==> src/rtl/nonce_pkg.sv <==
// Shared helpers for the nonce result collector: search-range math, core
// index width and the FSM state encoding.
package nonce_pkg;

  typedef enum logic {
    IDLE = 1'b0,
    SCAN = 1'b1
  } state_t;

  // Width of each core's search range; core i starts at i*ROLL.
  function automatic logic [31:0] roll_f(input int ncore);
    return 32'hFFFF_FFFF / 32'(ncore);
  endfunction

  function automatic int core_w_f(input int ncore);
    return (ncore <= 1) ? 1 : $clog2(ncore);
  endfunction

endpackage

==> src/rtl/nonce_result_collector_result_fifo.sv <==
// Generic synchronous FIFO with wrap-bit pointers; push is ignored when full
// and pop is ignored when empty.
module result_fifo #(
  parameter type T     = logic [31:0],
  parameter int  DEPTH = 4
) (
  input  logic clk,
  input  logic clear,
  input  logic push,
  input  T     din,
  output logic full,
  input  logic pop,
  output logic empty,
  output T     head
);

  localparam int AW = $clog2(DEPTH);

  logic [AW:0] wr_ptr;
  logic [AW:0] rd_ptr;
  T            mem [DEPTH];
  logic        do_push;
  logic        do_pop;

  assign empty   = (wr_ptr == rd_ptr);
  assign full    = (wr_ptr[AW] != rd_ptr[AW]) && (wr_ptr[AW-1:0] == rd_ptr[AW-1:0]);
  assign do_push = push && !full;
  assign do_pop  = pop && !empty;
  assign head    = mem[rd_ptr[AW-1:0]];

  always_ff @(posedge clk) begin
    if (clear) begin
      wr_ptr <= '0;
      rd_ptr <= '0;
    end else begin
      if (do_push) wr_ptr <= wr_ptr + 1'b1;
      if (do_pop)  rd_ptr <= rd_ptr + 1'b1;
    end
  end

  always_ff @(posedge clk) begin
    if (do_push) mem[wr_ptr[AW-1:0]] <= din;
  end

endmodule

==> src/rtl/nonce_result_collector.sv <==
// Maps per-core golden-hash hits back to absolute nonces and queues them,
// lowest core first, toward the host link.
module nonce_result_collector
  import nonce_pkg::*;
#(
  parameter int NCORE      = 1,
  parameter int FIFO_DEPTH = 4,
  localparam int CORE_W    = core_w_f(NCORE)
) (
  input  logic              clk,
  input  logic              rst,
  input  logic              job_clear,
  input  logic              hit_valid,
  input  logic [NCORE-1:0]  hit_vec,
  input  logic [31:0]       nonce_base,
  output logic              out_valid,
  input  logic              out_ready,
  output logic [31:0]       out_nonce,
  output logic [CORE_W-1:0] out_core,
  output logic              busy,
  output logic              overflow,
  output logic [7:0]        drop_count
);

  localparam logic [31:0] ROLL = roll_f(NCORE);

  typedef struct packed {
    logic [31:0]       nonce;
    logic [CORE_W-1:0] core;
  } result_t;

  state_t             state, state_n;
  logic [NCORE-1:0]   pending, pending_n;
  logic [31:0]        base, base_n;
  logic [CORE_W-1:0]  idx;
  logic [NCORE-1:0]   low_bit;
  logic               push;
  logic               full;
  logic               empty;
  logic               flush;
  result_t            din;
  result_t            head;

  assign flush = rst || job_clear;

  always_comb begin
    idx = '0;
    for (int i = NCORE - 1; i >= 0; i--) begin
      if (pending[i]) idx = CORE_W'(i);
    end
  end

  // Isolates the lowest set bit so it can be cleared once pushed.
  assign low_bit   = pending & (~pending + NCORE'(1));
  assign din.core  = idx;
  assign din.nonce = base + (32'(idx) * ROLL);

  always_ff @(posedge clk) begin
    if (flush) begin
      state      <= IDLE;
      pending    <= '0;
      base       <= '0;
      overflow   <= 1'b0;
      drop_count <= '0;
    end else begin
      state   <= state_n;
      pending <= pending_n;
      base    <= base_n;
      if (hit_valid && state == SCAN) begin
        overflow <= 1'b1;
        if (drop_count != 8'hFF) drop_count <= drop_count + 8'd1;
      end
    end
  end

  always_comb begin
    state_n   = state;
    pending_n = pending;
    base_n    = base;
    push      = 1'b0;
    case (state)
      IDLE: begin
        if (hit_valid && (hit_vec != '0)) begin
          pending_n = hit_vec;
          base_n    = nonce_base;
          state_n   = SCAN;
        end
      end
      SCAN: begin
        if (!full) begin
          push      = 1'b1;
          pending_n = pending & ~low_bit;
          if (pending_n == '0) state_n = IDLE;
        end
      end
      default: state_n = IDLE;
    endcase
  end

  result_fifo #(
    .T     (result_t),
    .DEPTH (FIFO_DEPTH)
  ) u_fifo (
    .clk   (clk),
    .clear (flush),
    .push  (push),
    .din   (din),
    .full  (full),
    .pop   (out_valid && out_ready),
    .empty (empty),
    .head  (head)
  );

  assign out_valid = !empty;
  assign out_nonce = out_valid ? head.nonce : '0;
  assign out_core  = out_valid ? head.core : '0;
  assign busy      = (state == SCAN);

endmodule

==> config.mk <==
export PLATFORM = sky130hd
export DESIGN_NAME = nonce_result_collector
export DESIGN_NICKNAME = d
export VERILOG_FILES = /design/src/rtl/nonce_pkg.sv /design/src/rtl/nonce_result_collector_result_fifo.sv /design/src/rtl/nonce_result_collector.sv
export SDC_FILE = /design/constraint.sdc
export NUM_CORES = 1
export LEC_CHECK = 0
export ABC_AREA = 1
export CAP_MARGIN = 20
export CORE_MARGIN = 10
export CORE_UTILIZATION = 52
export CTS_BUF_LIST = sky130_fd_sc_hd__clkbuf_4 sky130_fd_sc_hd__clkbuf_8
export DETAILED_ROUTE_END_ITERATION = 10
export PLACE_DENSITY = 0.85
export SLEW_MARGIN = 20
export SYNTH_ARGS = -nofsm -noshare
export SYNTH_HDL_FRONTEND = slang
export SYNTH_SLANG_ARGS = --single-unit
==> constraint.sdc <==
create_clock -name clk -period 2.5 [get_ports clk]
set_clock_uncertainty 0.1 [all_clocks]
set_input_delay 0.5 -clock clk [delete_from_list [all_inputs] [get_ports clk]]
set_output_delay 0.5 -clock clk [all_outputs]
set_load 0.03 [all_outputs]
=== Yosys cells after proc, flatten, opt, wreduce, memory -nomap -nowiden ===
Memories as Yosys holds them, arrays and structs flattened. A register that Yosys moved wholly into a read port is not among the register bits.
Index checks and enable logic that the tools add are counted.

* Bits in writable memories: 128
* Bits in registers: 49
* Output and inout bits: 44
* Memories kept: 1

* Equality and inequality tests: 6
* Mux-type cells: 15
* Reductions and logical operators: 12
* Add/sub/neg operators: 4
* Bitwise operators: 5

{| class="wikitable"
|+ Memory list
! memory !! depth !! bits a word !! read ports !! clocked after memory_dff !! write ports !! line !! RTL
|-
| u_fifo.mem || 4 || 32 || 1 || 1 || 1 || nonce_result_collector_result_fifo.sv:21 || <nowiki>T mem [DEPTH];</nowiki>
|}

{| class="wikitable"
|+ Operators by type and width
! operator !! count
|-
| $mux 32 || 1
|-
| $mux 1 || 10
|-
| $add 8x1->8 const B || 1
|-
| $ne 8x8->1 const B || 1
|-
| $add 3x1->3 const B || 2
|-
| $logic_and 1x1->1 || 6
|-
| $reduce_and 2->1 || 3
|-
| $mux 2 || 2
|-
| $ne 2x2->1 const B || 2
|-
| $pmux 1 s2 || 2
|-
| $eq 3x3->1 || 1
|-
| $not 1->1 || 3
|-
| $and 1x1->1 || 2
|-
| $eq 2x2->1 || 1
|-
| $logic_not 1->1 || 2
|-
| $add 1x1->1 const B || 1
|-
| $logic_or 1x1->1 || 1
|-
| $ne 1x1->1 || 1
|}

=== Logic depth before layout (Yosys ltp) ===
Gate-level depths: netlist (run 1).

* Depth after elaboration: 8
* Gate-level depth with buffers: 8
* Gate-level depth less buffers: 8

=== Hierarchy ===
From an unflattened synthesis (run 1), not the netlist that was laid out.

* Cells, all modules: 682
* Area total of the unflattened synthesis: 7340.8 um^2

{| class="wikitable"
|+ By module, submodules not included
! module !! times used !! area each (um^2) !! seq. area each (um^2) !! cells an instance
|-
| result_fifo || 1 || 5429.0 || 4124.0 || 395
|-
| nonce_result_collector || 1 || 1911.8 || 840.8 || 287
|}

=== Worst setup path after synthesis (run 1) ===
No wires, ideal clock.

* Kind: register -> register
* Start point: register u_fifo.wr_ptr[0]
* End point: memory u_fifo.mem[1][0] (netlist bit) (enable)
* Arrival: 2.183 ns
* Library setup time: 0.421 ns
* Required time: 1.979 ns
* Path buffers: 0
* Period minus slack after synthesis: 2.704 ns
* Cell stages (with the launch flop): 7
* Path slack: -0.204 ns
* Cell sequence: dfxtp_1 > inv_2 > nand2_1 > nand2_1 > nand3_2 > nand2_1 > nor2_1

* Cells in the longest elaborated chain, start to end: 7
* Elaborated cells between the ends (all ways): 8

{| class="wikitable"
|+ RTL lines
! element !! line !! RTL
|-
| from (decl) || nonce_result_collector_result_fifo.sv:19 || <nowiki>logic [AW:0] wr_ptr;</nowiki>
|-
| from (signal assigned) || nonce_result_collector_result_fifo.sv:36 || <nowiki>if (do_push) wr_ptr <= wr_ptr + 1'b1;</nowiki>
|-
| $eq 2x2->1 || nonce_result_collector_result_fifo.sv:26 || <nowiki>assign full = (wr_ptr[AW] != rd_ptr[AW]) && (wr_ptr[AW-1:0] == rd_ptr[AW-1:0]);</nowiki>
|-
| $logic_and 1x1->1 || nonce_result_collector_result_fifo.sv:26 ||
|-
| $mux 1 || nonce_result_collector.sv:90 || <nowiki>if (!full) begin</nowiki>
|-
| $mux 1 || nonce_result_collector.sv:81 || <nowiki>case (state)</nowiki>
|-
| $logic_and 1x1->1 || nonce_result_collector_result_fifo.sv:27 || <nowiki>assign do_push = push && !full;</nowiki>
|-
| $mux 1 || nonce_result_collector_result_fifo.sv:42 || <nowiki>if (do_push) mem[wr_ptr[AW-1:0]] <= din;</nowiki>
|-
| $mux 1 (implied by the code) || nonce_result_collector_result_fifo.sv:42 ||
|-
| to (decl) || nonce_result_collector_result_fifo.sv:21 ||
|}

Several ways; a longest one is shown, not always the timed one.

==> results of run 1 <==
per-layer routing:
metal  vias to the layer above  global-route usage  share of wire
met5                         -                   0              0
met4                         0              0.0597          0.014
met3                        22              0.0466          0.067
met2                       152               0.274           0.51
met1                      2344               0.182           0.41
li1                       2488                   -              -
path summary, 6_finish.rpt:
kind                    start                 to  slack [ns]  cells after the start
max                      flop      out_nonce[18]        0.15                      7
min                  overflow           overflow        0.39                      2
max reg2reg  u_fifo.rd_ptr[0]  u_fifo.mem[2][19]        0.49                      7
min reg2reg          overflow           overflow        0.39                      2
registers in the layout, summed over array words and instances, names as in the netlist, named ones only:
name and count:
u_fifo.mem 128, base 32, drop_count 8, u_fifo.rd_ptr 3, u_fifo.wr_ptr 3, busy 1, overflow 1
power breakdown:
part / internal [mW] / leakage, nW / total, mW / switching (mW)
clock network: 0.806 / 0.174 / 1.82 / 1.01
registers: 3.18 / 1.43 / 3.21 / 0.0274
logic: 0.157 / 1.57 / 0.370 / 0.213
total: 4.14 / 3.17 / 5.40 / 1.25
what timing repair did:
action	in CTS	in global routing
gates resized for setup	3	7
pin swaps	0	0
setup endpoints to repair	5	32
worst reg2reg max path: stages (launching register included):
cell	delay, ns
dfxtp_1	0.41
inv_1	0.06
nand2_1	0.06
nand2_1	0.08
nand3_2	0.19
nand2_1	0.22
nor2_4	0.32
buf_12	0.25
logic make-up (layout without fill, tap and decap cells):
group           Yosys count  after routing
simple gates            280            280
flops                   178            178
compound gates          142            142
buf+inv                  94            186
fa+ha+maj                 6              6
other cells               1              1
area by class of cell:
type	count	area share
flip-flops and latches	178	0.562
multi-input cells	429	0.226
repair buffers	98	0.118
clock buffers	18	0.0280
well taps	176	0.0255
inverters	56	0.0244
clock inverters	14	0.0149
placed cells by master, fill, tap and decap left out, drive strengths merged:
cell and n:
a21oi 11, buf 50, bufinv 1, clkbuf 18
clkdlybuf4s50 47, clkinv 3, clkinvlp 5, conb 1
dfxtp 50, dlygate4sd2 1, edfxtp 128, ha 6
inv 61, nand2 72, nand3 16, nand3b 1
nor2 189, nor3 2, o21ai 131
==> flow_metrics.py, run 1 <==
metrics = {
    "logic_synthesis": {
        "synth_top_cells_by_count": "187 x nor2_1, 128 x edfxtp_1, 67 x o21ai_0",
        "synth_xor_area_frac": 0,
        "syn_area_um2": 7210,
        "synth_seq_area_share": 0.672,
        "syn-num-nets": 745,
        "avgSynthCellArea_um2": 10.3,
        "yosys.area.top_type": "edfxtp_1",
        "ys.flop_type": "edfxtp_1",
        "async_flop_share": 0,
        "synth_edf_count": 128,
        "ys_warn_count": 0,
        "synth.most_common_cell": "nor2_1",
        "synth_adder_area_share": 0.0104,
        "yosys.area_share.simple": 0.157,
        "synth_compound_gate_area_share": 0.0985,
        "ys_ff_latch": 178,
        "synthCells": 701,
        "synth_top_area_frac": 0.533,
        "synth_mux_area_frac": 0,
        "yosysUniqueCellTypes": 23,
        "synth_top_family_by_area": "simple AND/OR/NAND/NOR gates",
        "yosys-top-cells-area": "edfxtp_1 53%, dfxtp_1 14%, nor2_1 9.7%",
    },
    "drt": {
        "dr.first_iter.drc_count": 386,
        "drc": 0,
        "ant_nets": 0,
        "totalWireLength_um": 14900,
        "num_vias": 5006,
        "via_per_inst": 5.17,
        "wire_per_inst_um": 15.4,
        "drt_first_pass_iters": 5,
    },
    "timing": {
        "slew_violations": 0,
        "rsz0062_at_grt": "false",
        "finalHoldViolations": 0,
        "postLayoutSetupSlackWorst_ns": 0.146,
        "whs_ns": 0.387,
        "fin_crit_ns": 2.35,
        "tns_ns": 0,
        "finalCritPeriodShare": 0.941,
        "fmax_mhz": 425,
        "worst_pin_slew_ns": 0.657,
        "setup_viol": 0,
        "relSlewSlack": 0.561,
    },
    "clock_tree": {
        "cts.clk_slew.worst_paths_ns": 0.09,
        "clk_latency_ns": 0.46,
        "cts_hold_buffers": 0,
        "clock_path_buffers": 2,
        "cts-root-buf": "clkbuf_8",
        "post_cts_buffers": 0,
        "cts_made_buffers": 17,
        "tritoncts": "built",
        "clock-sinks": 178,
        "cts_max_level": 4,
    },
    "die": {
        "boundaryPins": 82,
        "core_um2": 13400,
        "die_h_um": 138,
        "die_w_um": 138,
        "row_count": 42,
        "initial_core_util": 0.538,
        "die-area_um2": 19000,
    },
    "hold_path": {
        "min_path_type": "reg2reg",
    },
    "global_route": {
        "grt_pass1_wl_um": 23300,
        "overflow": 0,
        "grt_max_degree": 49,
        "grt.total_usage": 0.159,
        "first_global_vias": 4795,
        "antenna_found_initial": 0,
    },
    "final_layout": {
        "n_fill_cell": 997,
        "syn_to_final_growth_pct": 19.6,
        "layout.nets": 824,
        "multiInputGateArea_um2": 1950,
        "ff_latch_area_um2": 4850,
        "final_util": 0.643,
        "drive_gt1_frac": 0.151,
        "stdcell_count": 969,
        "final_cell_area_um2": 8620,
        "insertedDiodeCount": 0,
    },
    "setup_path": {
        "critPathLaunchType": "flop",
        "path_cells": "inv_2 -> buf_6 -> o21ai_0 -> o21ai_1 -> nand2_2 -> inv_2 -> buf_4",
        "slowest_delay_ns": 0.36,
        "cp_slowest_cell": "dfxtp_2",
        "crit_path_end_kind": "output pin",
        "crit_arrival_ns": 1.75,
        "path_buf_inv": 4,
        "crit_family": "buffers and inverters",
        "cp_max_fo": 44,
        "path_class": "reg2out",
        "cp.required_ns": 1.90,
        "cp_common_cell": "inv_2",
    },
    "pwr": {
        "p_per_area_nw_per_um2": 626,
        "p_leak_nw": 3.17,
        "power_mw": 5.40,
        "irDropWorstVdd_mv": 0.388,
    },
    "placed_design": {
        "place_hpwl_um": 9390,
        "dp_cells": 937,
        "place.gp.congestion": 0.792,
        "place_area_um2": 8220,
        "numPortBuffers": 80,
        "preCtsSetupSlack_ns": 0.386,
    },
    "flow_run": {
        "cap_viol_max_count": 0,
    },
    "outcome": {
        "status": "finished clean",
    },
}
(Power assumes the default switching activity.)
==> inputs of run 2 (changes only) <==
--- a/config.mk
+++ b/config.mk
@@ -10,6 +10,7 @@
 export CORE_MARGIN = 10
 export CORE_UTILIZATION = 52
 export CTS_BUF_LIST = sky130_fd_sc_hd__clkbuf_4 sky130_fd_sc_hd__clkbuf_8
+export CTS_CLUSTER_DIAMETER = 150
 export DETAILED_ROUTE_END_ITERATION = 10
 export PLACE_DENSITY = 0.85
 export SLEW_MARGIN = 20
==> results of run 2 <==
Final layout, timing and power as in run 1 (identical DEF).
